===== src/rtl/reg_write_demux.sv =====
// reg_write_demux: register-file write demux, one-hot load enables plus data bus.
// Single-word writes, plus two-beat even/odd double-word writes with a Ready handshake.
//
// Ports:
//   Clk   - clock, rising edge
//   Clr   - synchronous active-low reset
//   WrEn  - write request, accepted only while Ready=1
//   Dw    - double-word request (even beat, then odd beat)
//   Addr  - target register (bit 0 ignored for Dw)
//   DataA - single-write data, or the even-beat data
//   DataB - odd-beat data
//   Ready - request can be accepted this cycle (registered)
//   Ld    - registered one-hot load enables, one cycle wide
//   Out   - write data broadcast to all registers
//
// Optional: define G0_PROTECT_EN to keep Ld[0] (%g0) permanently low.
module reg_write_demux #(
  parameter int DATA_W = 32,
  parameter int ADDR_W = 5
) (
  input  logic                     Clk,
  input  logic                     Clr,
  input  logic                     WrEn,
  input  logic                     Dw,
  input  logic [ADDR_W-1:0]        Addr,
  input  logic [DATA_W-1:0]        DataA,
  input  logic [DATA_W-1:0]        DataB,
  output logic                     Ready,
  output logic [(1<<ADDR_W)-1:0]   Ld,
  output logic [DATA_W-1:0]        Out
);

  localparam int LD_W = 1 << ADDR_W;

  typedef enum logic {
    IDLE,
    SECOND
  } state_t;

  state_t              state_q, state_n;
  logic [LD_W-1:0]     ld_q, ld_n;
  logic [DATA_W-1:0]   out_q, out_n;
  logic                rdy_q, rdy_n;
  logic [ADDR_W-1:0]   odd_q, odd_n;
  logic [DATA_W-1:0]   datab_q, datab_n;

  function automatic logic [LD_W-1:0] onehot(
    input logic [ADDR_W-1:0] a
  );
    logic [LD_W-1:0] v;
    v = '0;
    v[a] = 1'b1;
    return v;
  endfunction

  always_comb begin
    state_n = state_q;
    ld_n    = '0;
    out_n   = out_q;
    rdy_n   = rdy_q;
    odd_n   = odd_q;
    datab_n = datab_q;
    unique case (state_q)
      IDLE: begin
        rdy_n = 1'b1;
        if (WrEn) begin
          out_n = DataA;
          if (Dw) begin
            ld_n    = onehot({Addr[ADDR_W-1:1], 1'b0});
            odd_n   = {Addr[ADDR_W-1:1], 1'b1};
            datab_n = DataB;
            rdy_n   = 1'b0;
            state_n = SECOND;
          end else begin
            ld_n = onehot(Addr);
          end
        end
      end
      SECOND: begin
        // Odd beat goes out regardless of WrEn; Ready was low.
        ld_n    = onehot(odd_q);
        out_n   = datab_q;
        rdy_n   = 1'b1;
        state_n = IDLE;
      end
      default: begin
        state_n = IDLE;
        rdy_n   = 1'b1;
      end
    endcase
`ifdef G0_PROTECT_EN
    // %g0 is hardwired zero; the slot and data bus still update.
    ld_n[0] = 1'b0;
`else
`endif
  end

  always_ff @(posedge Clk) begin
    if (!Clr) begin
      state_q <= IDLE;
      ld_q    <= '0;
      out_q   <= '0;
      rdy_q   <= 1'b1;
      odd_q   <= '0;
      datab_q <= '0;
    end else begin
      state_q <= state_n;
      ld_q    <= ld_n;
      out_q   <= out_n;
      rdy_q   <= rdy_n;
      odd_q   <= odd_n;
      datab_q <= datab_n;
    end
  end

  assign Ld    = ld_q;
  assign Out   = out_q;
  assign Ready = rdy_q;

endmodule


===== config.mk =====
export PLATFORM = sky130hd
export DESIGN_NAME = reg_write_demux
export DESIGN_NICKNAME = d
export VERILOG_FILES = /design/src/rtl/reg_write_demux.sv
export SDC_FILE = /design/constraint.sdc
export NUM_CORES = 1
export LEC_CHECK = 0
export CAP_MARGIN = 20
export CORE_UTILIZATION = 60
export DETAILED_ROUTE_END_ITERATION = 8
export DONT_BUFFER_PORTS = 1
export GPL_TIMING_DRIVEN = 0
export PLACE_DENSITY = 0.76
export SLEW_MARGIN = 20
export SYNTH_ARGS = -nofsm -noshare
export SYNTH_HDL_FRONTEND = slang
export SYNTH_SLANG_ARGS = --single-unit

===== constraint.sdc =====
create_clock -name Clk -period 2 [get_ports Clk]
set_input_delay 0.4 -clock Clk [delete_from_list [all_inputs] [get_ports Clk]]
set_output_delay 0.4 -clock Clk [all_outputs]
set_load 0.01 [all_outputs]

Word-level counts from Yosys, hierarchy flattened
Cells that the tools add are included.
Storage, ports and cells
  output and inout bits: 65
  input port bits: 73
  register bits: 103
Operators by class
  mux-type cells: 17
  equality and inequality tests: 1
  bitwise logic cells: 1
  reductions and logical operators: 4
  magnitude comparators: 6
Operators by type and width (number)
  $pmux W32 S2: 2
  $mux W32: 3
  $lt A5 B6 Y1 const B: 3
  $ge A5 B1 Y1 const B: 3
  $demux W1 S5: 2
  $mux W1: 7
  $demux W1 S4: 1
  $pmux W1 S2: 2
  $logic_and A1 B1 Y1: 3
  $reduce_and A3 Y1: 1
  $ne A2 B2 Y1 const B: 1
  $not A1 Y1: 1

Depth between registers and ports, before layout
  word-level depth: 7
  mapped depth: 6
  gate-level depth less buffers: 3

Least setup slack after synthesis
OpenSTA, ideal clock, no wires.
  path type: input-to-reg
  from: in Addr[3]
  to: reg ld_q[24], in the netlist Ld[24]
  data required time: 1930 ps
  setup time: 70 ps
  stages on the path: 4
  arrival: 1234 ps
  path buffers: 1
  slack: 696 ps
  path through: buf_2 > nand2_1 > or4b_1 > a21boi_1
Between the ends
  word-level cells in the longest chain between the ends: 7
  elaborated cells on any way between the ends: 13
  classes of those cells: 4 x order compare; 7 x mux; 2 x reduce/logical
RTL lines
  start: declaration: line 25  | input logic [ADDR_W-1:0] Addr,
  $lt A5 B6 Y1 (not written as such) or $ge A5 B1 Y1 (tied branches): line 52  | v[a] = 1'b1;
  $logic_and A1 B1 Y1 (not written as such): line 52
  $mux W1 (not written as such): line 52
  $demux W1 S5 or $demux W1 S4 (tied branches): line 52
  $mux W32 (*): line 68  | if (Dw) begin
  $mux W32 (*): line 66  | if (WrEn) begin
  $pmux W32 S2 (*): line 63  | unique case (state_q)
  end signal: assignment: line 108  | ld_q <= ld_n;
  end: declaration: line 41  | logic [LD_W-1:0] ld_q, ld_n;
Mark *: on every way between the ends. The rest lies on a longest branch, timed or not.
A chain may end at the register's enable or synchronous reset.

Worst setup path after layout
  from: reg state_q
  to: reg ld_q[20], in the netlist Ld[20]
Between the ends
  word-level cells in the longest chain between the ends: 2
RTL lines
  start: declaration: line 40  | state_t state_q, state_n;
  start signal: assignment: line 107  | state_q <= state_n;
  $not A1 Y1 (no line)
  $pmux W32 S2 (*): line 63
Marked as above.

==> flow_summary.toml <==
[placement]
port_buffers = 0
gp_congestion = 0.888
dp_hpwl_mm = 7.18
post-place-ws_ns = 0.458

[drt]
vias = 3558
drc = 0
wl_met1_mm = 4.52
wl_met2_mm = 4.70
highest_layer = "met4"
via_per_inst = 5.80
drt_iter0_drc = 300
wl_per_cell_um = 16.4
postRouteWirelength_mm = 10.1
dr.pass1.iters = 5
dr_wl_met3_um = 717
antenna_left = 0

[critical_path]
crit_required_ns = 2.27
critPathCaptureType = "flop"
crit_path_start_kind = "flop"
cp.arrival_ns = 1.80
path_class = "flop to flop"
crit_fanout = 10

[floorplan]
die_w_um = 87.9
core_area_sq_um = 6940
rows = 30
dieArea_sq_um = 7720
initial_core_util_pct = 63.7
die_y_um = 87.9
io_pins = 138

[yosys]
synth-seq-cells = 103
synth_top_cell_by_area = "dfxtp_1"
synth.top_cell.area_share_pct = 46.6
syn_inst = 501
syn_nets = 574
ys_types = 33
synth_area_sq_um = 4420
synth-seq-area-share_pct = 46.6
synth_area_leaders = "dfxtp_1 47%, nand2_1 9.7%, mux2i_1 7.2%, and2_1 5.4%, a21boi_0 4.4%"
syn_area_per_cell_sq_um = 8.83
synthesis.yosys.warnings = 0

[global_route]
grt_max_degree = 19
gr-total-overflow = 0
grt_pass1_vias = 3336
grt_antenna_before_repair = 0
grt_usage_pct = 26.8
grt_pass1_wl_mm = 16.0

[power_and_ir_drop]
p_leak_nw = 1.75
power.density_nw_per_um2 = 817
vdd_ir_drop_max_uv = 568

[timing]
setup_tns_ns = 0
hold_viol_final = 0
worst_slack_ns = 0.470
drv_slew = 0
max_slew_margin_pct = 55.0
worst_pin_slew_ns = 0.674
rsz0062_at_grt = "no"
setup_viol = 0
finalCriticalPeriod_ns = 1.53
worst_clock_skew_ns = 0.0105
period_share_pct = 76.5
fmax_mhz = 654

[cells_and_area]
drive_gt1_share_pct = 7.54
most-common-layout-cells = "114 x nand2_1, 103 x dfxtp_1, 38 x and2_1"
fillCellCount = 594
layout.nets = 585
multi_input_area_sq_um = 2150
area_delta_synth_final_pct = 7.30
seq_area_sq_um = 2060
n_antenna_cell = 0
final_common_cell = "nand2_1"

[outcome]
status = "complete, no violations"

[cts]
cts.htree.levels = 3
cts_max_path_buffers = 2
root_buffer = "clkbuf_8"
tritoncts = "built"
clk_latency_ns = 0.37
cts-resized-gates = 0
cts_num_sinks = 103
cts.clk_slew.worst_paths_ns = 0.10
cts_setup_buffers = 0
cts-buffers-inserted = 9
cts_hold_buf = 0

[flow_run]
maxCapViolCount = 0

[min_path]
hold_class = "input port to flop"
==> metrics by stage <==
| step | util, % | cell area, sq um | hold WS [ns] | power [mW] | cells |
|---|---|---|---|---|---|
| floorplan | - | 4420 | 0.435 | 2.52 | 501 |
| global placement | 65.4 | 4540 | 0.441 | 2.59 | 597 |
| detailed placement | 65.4 | 4540 | 0.448 | 2.61 | 597 |
| CTS | 68.4 | 4750 | 0.132 | 3.90 | 613 |
| global route | 68.4 | 4750 | 0.133 | 4.04 | 613 |
| finish | 68.4 | 4750 | 0.148 | 3.88 | 613 |
==> worst paths after layout <==
path / start / end / slack [ns] / depth (start not counted)
worst min register to register: datab_q[19] / datab_q[19] / 0.46 / 2
worst min-delay path: DataB[9] / datab_q[9] / 0.15 / 2
worst max-delay path: state_q / Ld[20] / 0.47 / 4
worst max register to register: state_q / Ld[20] / 0.47 / 4
==> flip-flops by register name, summed over array words and instances (netlist names) <==
register / flops
Out: 32
Ld: 32
Ready: 1
odd_q: 5
datab_q: 32
state_q: 1
==> routing by layer <==
layer / up-vias / track usage [%]
met1: 1664 / 34.8
met2: 145 / 42.8
met5: - / 0
li1: 1731 / -
met4: 0 / 9.69
met3: 18 / 7.35
==> power breakdown <==
part | switching [mW] | leakage, nW | internal (mW)
Combinational | 0.207 | 0.810 | 0.150
Clock | 0.722 | 0.0977 | 0.591
Sequential | 0.0749 | 0.840 | 2.13
==> Yosys cell counts (all sizes together) <==
library cell and instances:
nand2 114, dfxtp 103, a21boi 48, and2 38, mux2i 32, o21ai 32
buf 21, clkbuf 19, nor2b 14, nand4 12, nor2 9, a32oi 8
o21a 8, nand4b 7, nand3b 6, nor3 5, o22ai 5, nor3b 4
and3 3, and3b 3, nand2b 2, nand3 2, inv 1, nand4bb 1
nor4 1, nor4bb 1, or3 1, or4b 1
==> critical path, stage by stage, from the launching register on <==
cell and delay [ns]:
dfxtp_1 0.42, buf_2 0.23, nor3b_4 0.40, nand4b_1 0.13, a21boi_0 0.26
==> cell type report <==
class,instances,share of cell area (%)
Clock inverter,7,1.66
Tap cell,96,2.53
Buffer,40,4.35
Sequential cell,103,43.4
Multi-Input combinational cell,357,45.3
Clock buffer,9,2.61
Inverter,1,0.0791
==> logic make-up after synthesis <==
kind of cell / share of synthesized area [%]
muxes: 7.24
AOI/OAI and AO/OA: 15.4
buffers and inverters: 4.75
and+or+nand+nor: 26.0
DFF: 46.6
Note: power is estimated with default switching activity, not from simulation.
==> patch 1, RTL diff (config.mk and constraints unchanged) <==
Add a define of `G0_PROTECT_EN`.
--- a/src/rtl/reg_write_demux.sv
+++ b/src/rtl/reg_write_demux.sv
@@ -16,2 +16,4 @@
 // Optional: define G0_PROTECT_EN to keep Ld[0] (%g0) permanently low.
+`define G0_PROTECT_EN
+
 module reg_write_demux #(
Formal check against the unedited RTL: not equivalent (a bounded check fails within 4 cycles, from zero or initial values).
==> patch 1 against the original RTL <==
Sequential cell count shrank 1; area after synthesis is 0.96% lower; final area down 1.0%; global-route usage decreased by 0.52 points; power fell by 1.7%; die area shrank 0.94%; clock skew increased by 0.0020 ns; critical endpoint is now Ld[6]$_SDFF_PN0_; worst setup slack worse by 0.013 ns; wire length down 3.8%; sequential share of layout area about the same.
==> patch 1: results <==
set metrics [dict create \
    status "finished, final reports clean" \
    synth_area_leaders "dfxtp_1, nand2_1, a21boi_0" \
    grt_use_total_pct 26.3 \
    final_cells 611 \
    clock_area_share_pct 4.21 \
    n_all_buffers 41 \
    dr_wl_met3_um 828 \
    dpl_worst_slack_ns 0.409 \
    path_delay_family "flip-flops" \
    drt-met1-wl_um 4340 \
    ys_warn_count 0 \
    cts_made_buffers 9 \
    drive_gt1_share_pct 7.77 \
    fin_nets 583 \
    dp.cells 595 \
    min_path_type "input port to flop" \
    leakage_nw 1.74 \
    dpl-instance-area_mm2 0.00450 \
    yosys.cell_types.count 35 \
    use_met2_pct 41.5 \
    ir_drop_mv 0.528 \
    synth-compound-area-share_pct 15.4 \
    multi_input_area_mm2 0.00214 \
    hpwl_um 7040 \
    grt_pass1_vias 3144 \
    clock_sinks 102 \
    drt_iter0_markers 298 \
    grt_max_degree 17 \
    highest_layer "met4" \
    buffer_area_share_pct 4.21 \
    drt_first_pass_iters 4 \
    arrival_ns 1.79 \
    vias_per_cell 5.56 \
    syn_nets 572 \
    clk_pin_slew_ns 0.10 \
    fp.coreArea_mm2 0.00691 \
    grt_pass1_wl_um 15500 \
    relSlewSlack_pct 61.6 \
    grt_util_met3_pct 5.88 \
    skew_ns 0.0125 \
    gp_congestion 0.904 \
    ys_seq_area_share_pct 46.6 \
    antenna_found_initial 0 \
    nMultiInputCombCells 355 \
    critPathMaxStageDelay_ns 0.45 \
    final_area_mm2 0.00470 \
    muxShareOfSynthArea_pct 7.31 \
    fillCellCount 639 \
    met1_usage_pct 34.9 \
    wl_per_cell_um 15.9 \
    avgSynthCellArea_um2 8.78 \
    sh_seq_area_pct 43.5 \
    synth_common_cells "nand2_1, dfxtp_1, a21boi_0" \
    dr_wl_met2_um 4380 \
    io_buffer_count 0 \
    n_clock_buffer 11 \
]
==> patch 1: cells by family (layout without fill, tap and decap cells) <==
group,count (synthesis),count (layout)
AO/OA/AOI/OAI,100,100
buffers and inverters,42,58
flip-flops,102,102
multiplexers,32,32
other,1,1
AND/OR/NAND/NOR,222,222
==> patch 1: power by group <==
group | internal (W) | leakage, nW | switching [W]
clock network | 0.000614 | 0.0997 | 0.000671
logic | 0.000144 | 0.803 | 0.000199
registers | 0.00211 | 0.832 | 0.0000723
==> patch 1: worst paths after layout <==
kind                                                from                        to  slack, ns  cells past startpoint
worst max register to register        state_q$_SDFF_PP0_          Ld[6]$_SDFF_PN0_       0.46                      5
worst max-delay path                  state_q$_SDFF_PP0_          Ld[6]$_SDFF_PN0_       0.46                      5
worst min-delay path                           DataB[30]  datab_q[30]$_SDFFE_PN0P_       0.18                      2
worst min register to register  datab_q[31]$_SDFFE_PN0P_  datab_q[31]$_SDFFE_PN0P_       0.47                      2
==> patch 2, RTL diff (same settings) <==
Made on the original files. The parameter `ADDR_W` goes from 5 to 4.
--- a/src/rtl/reg_write_demux.sv
+++ b/src/rtl/reg_write_demux.sv
@@ -18,3 +18,3 @@
   parameter int DATA_W = 32,
-  parameter int ADDR_W = 5
+  parameter int ADDR_W = 4
 ) (
Interface: changed (resized Addr and Ld); port bits go from 138 to 121. The function was not compared with the original's and may differ.
==> patch 2 against the original RTL <==
Final area decreased by 16%; area after synthesis fell by 17%; worst setup slack improved by 0.11 ns; power is 8.0% lower; sequential power is 15% lower; clock power rose by 3%; sequential cell count shrank 17; wire length shrank 27%; combinational power down 5.6%; critical path depth shrank 1; die area shrank 17%; critical path type unchanged; critical endpoint is now Out[16]$_SDFFE_PN0P_; highest routed layer unchanged.
==> patch 2: results <==
set metrics [dict create \
    status "finished, final reports clean" \
    clk_pin_slew_ns 0.08 \
    dr_wl_met2_um 3480 \
    ys_seq_area_share_pct 47.0 \
    critPathMaxStageDelay_ns 0.45 \
    r2r_end "Out[16]$_SDFFE_PN0P_" \
    gp_congestion 0.787 \
    path_delay_family "buffers and inverters" \
    leakage_nw 1.78 \
    rrSetupSlack_ns 0.58 \
    grt_pass1_vias 2471 \
    p_clk_share_pct 37.8 \
    p_sw_w 0.000848 \
    grt_use_total_pct 23.8 \
    synth_area_leaders "dfxtp_1, mux2_2, mux2i_1" \
    drt_first_pass_iters 4 \
    holdPathEnd "datab_q[28]$_SDFFE_PN0P_" \
    pg_seq_w 0.00188 \
    yosys.cell_types.count 26 \
    synth_common_cells "dfxtp_1, nand2_1, mux2i_1, nand2b_1" \
    hpwl_um 5280 \
    wl_per_cell_um 16.6 \
    drive_gt1_share_pct 17.8 \
    hp-start "DataB[28]" \
    power_clock_w 0.00135 \
    dr_wl_met3_um 599 \
    worst_pin_slew_ns 0.501 \
    drt_iter0_markers 150 \
]
==> patch 2: cells by family (layout without fill, tap and decap cells) <==
kind of cell	Yosys count	after routing	share of synthesized area, %
mux	67	67	19.4
buf+inv	30	46	4.23
simple gates	123	123	16.9
flops	86	86	47.0
compound gates	49	49	12.5
==> patch 2: routing by layer <==
layer	GRT usage (%)	up-vias
met4	7.14	0
met5	0	-
met2	38.9	98
li1	-	1262
met1	29.3	1182
met3	8.41	9
==> patch 2: metrics by stage <==
step	hold slack, ns	cell area [µm²]	std cells	utilization [%]	setup WS [ns]
global placement	0.437	3760	430	63.5	0.421
global route	0.158	3980	446	67.2	0.463
floorplan	0.430	3660	355	-	0.593
finish	0.179	3980	446	67.2	0.585
CTS	0.163	3980	446	67.2	0.568
detailed placement	0.442	3760	430	63.5	0.401
==> patch 2: cell type report <==
type,instances,area share [%]
plain buffers,30,3.90
clock buffers,11,3.55
clock inverters,5,2.04
well taps,75,2.36
flip-flops and latches,86,43.2
multi-input cells,239,44.9
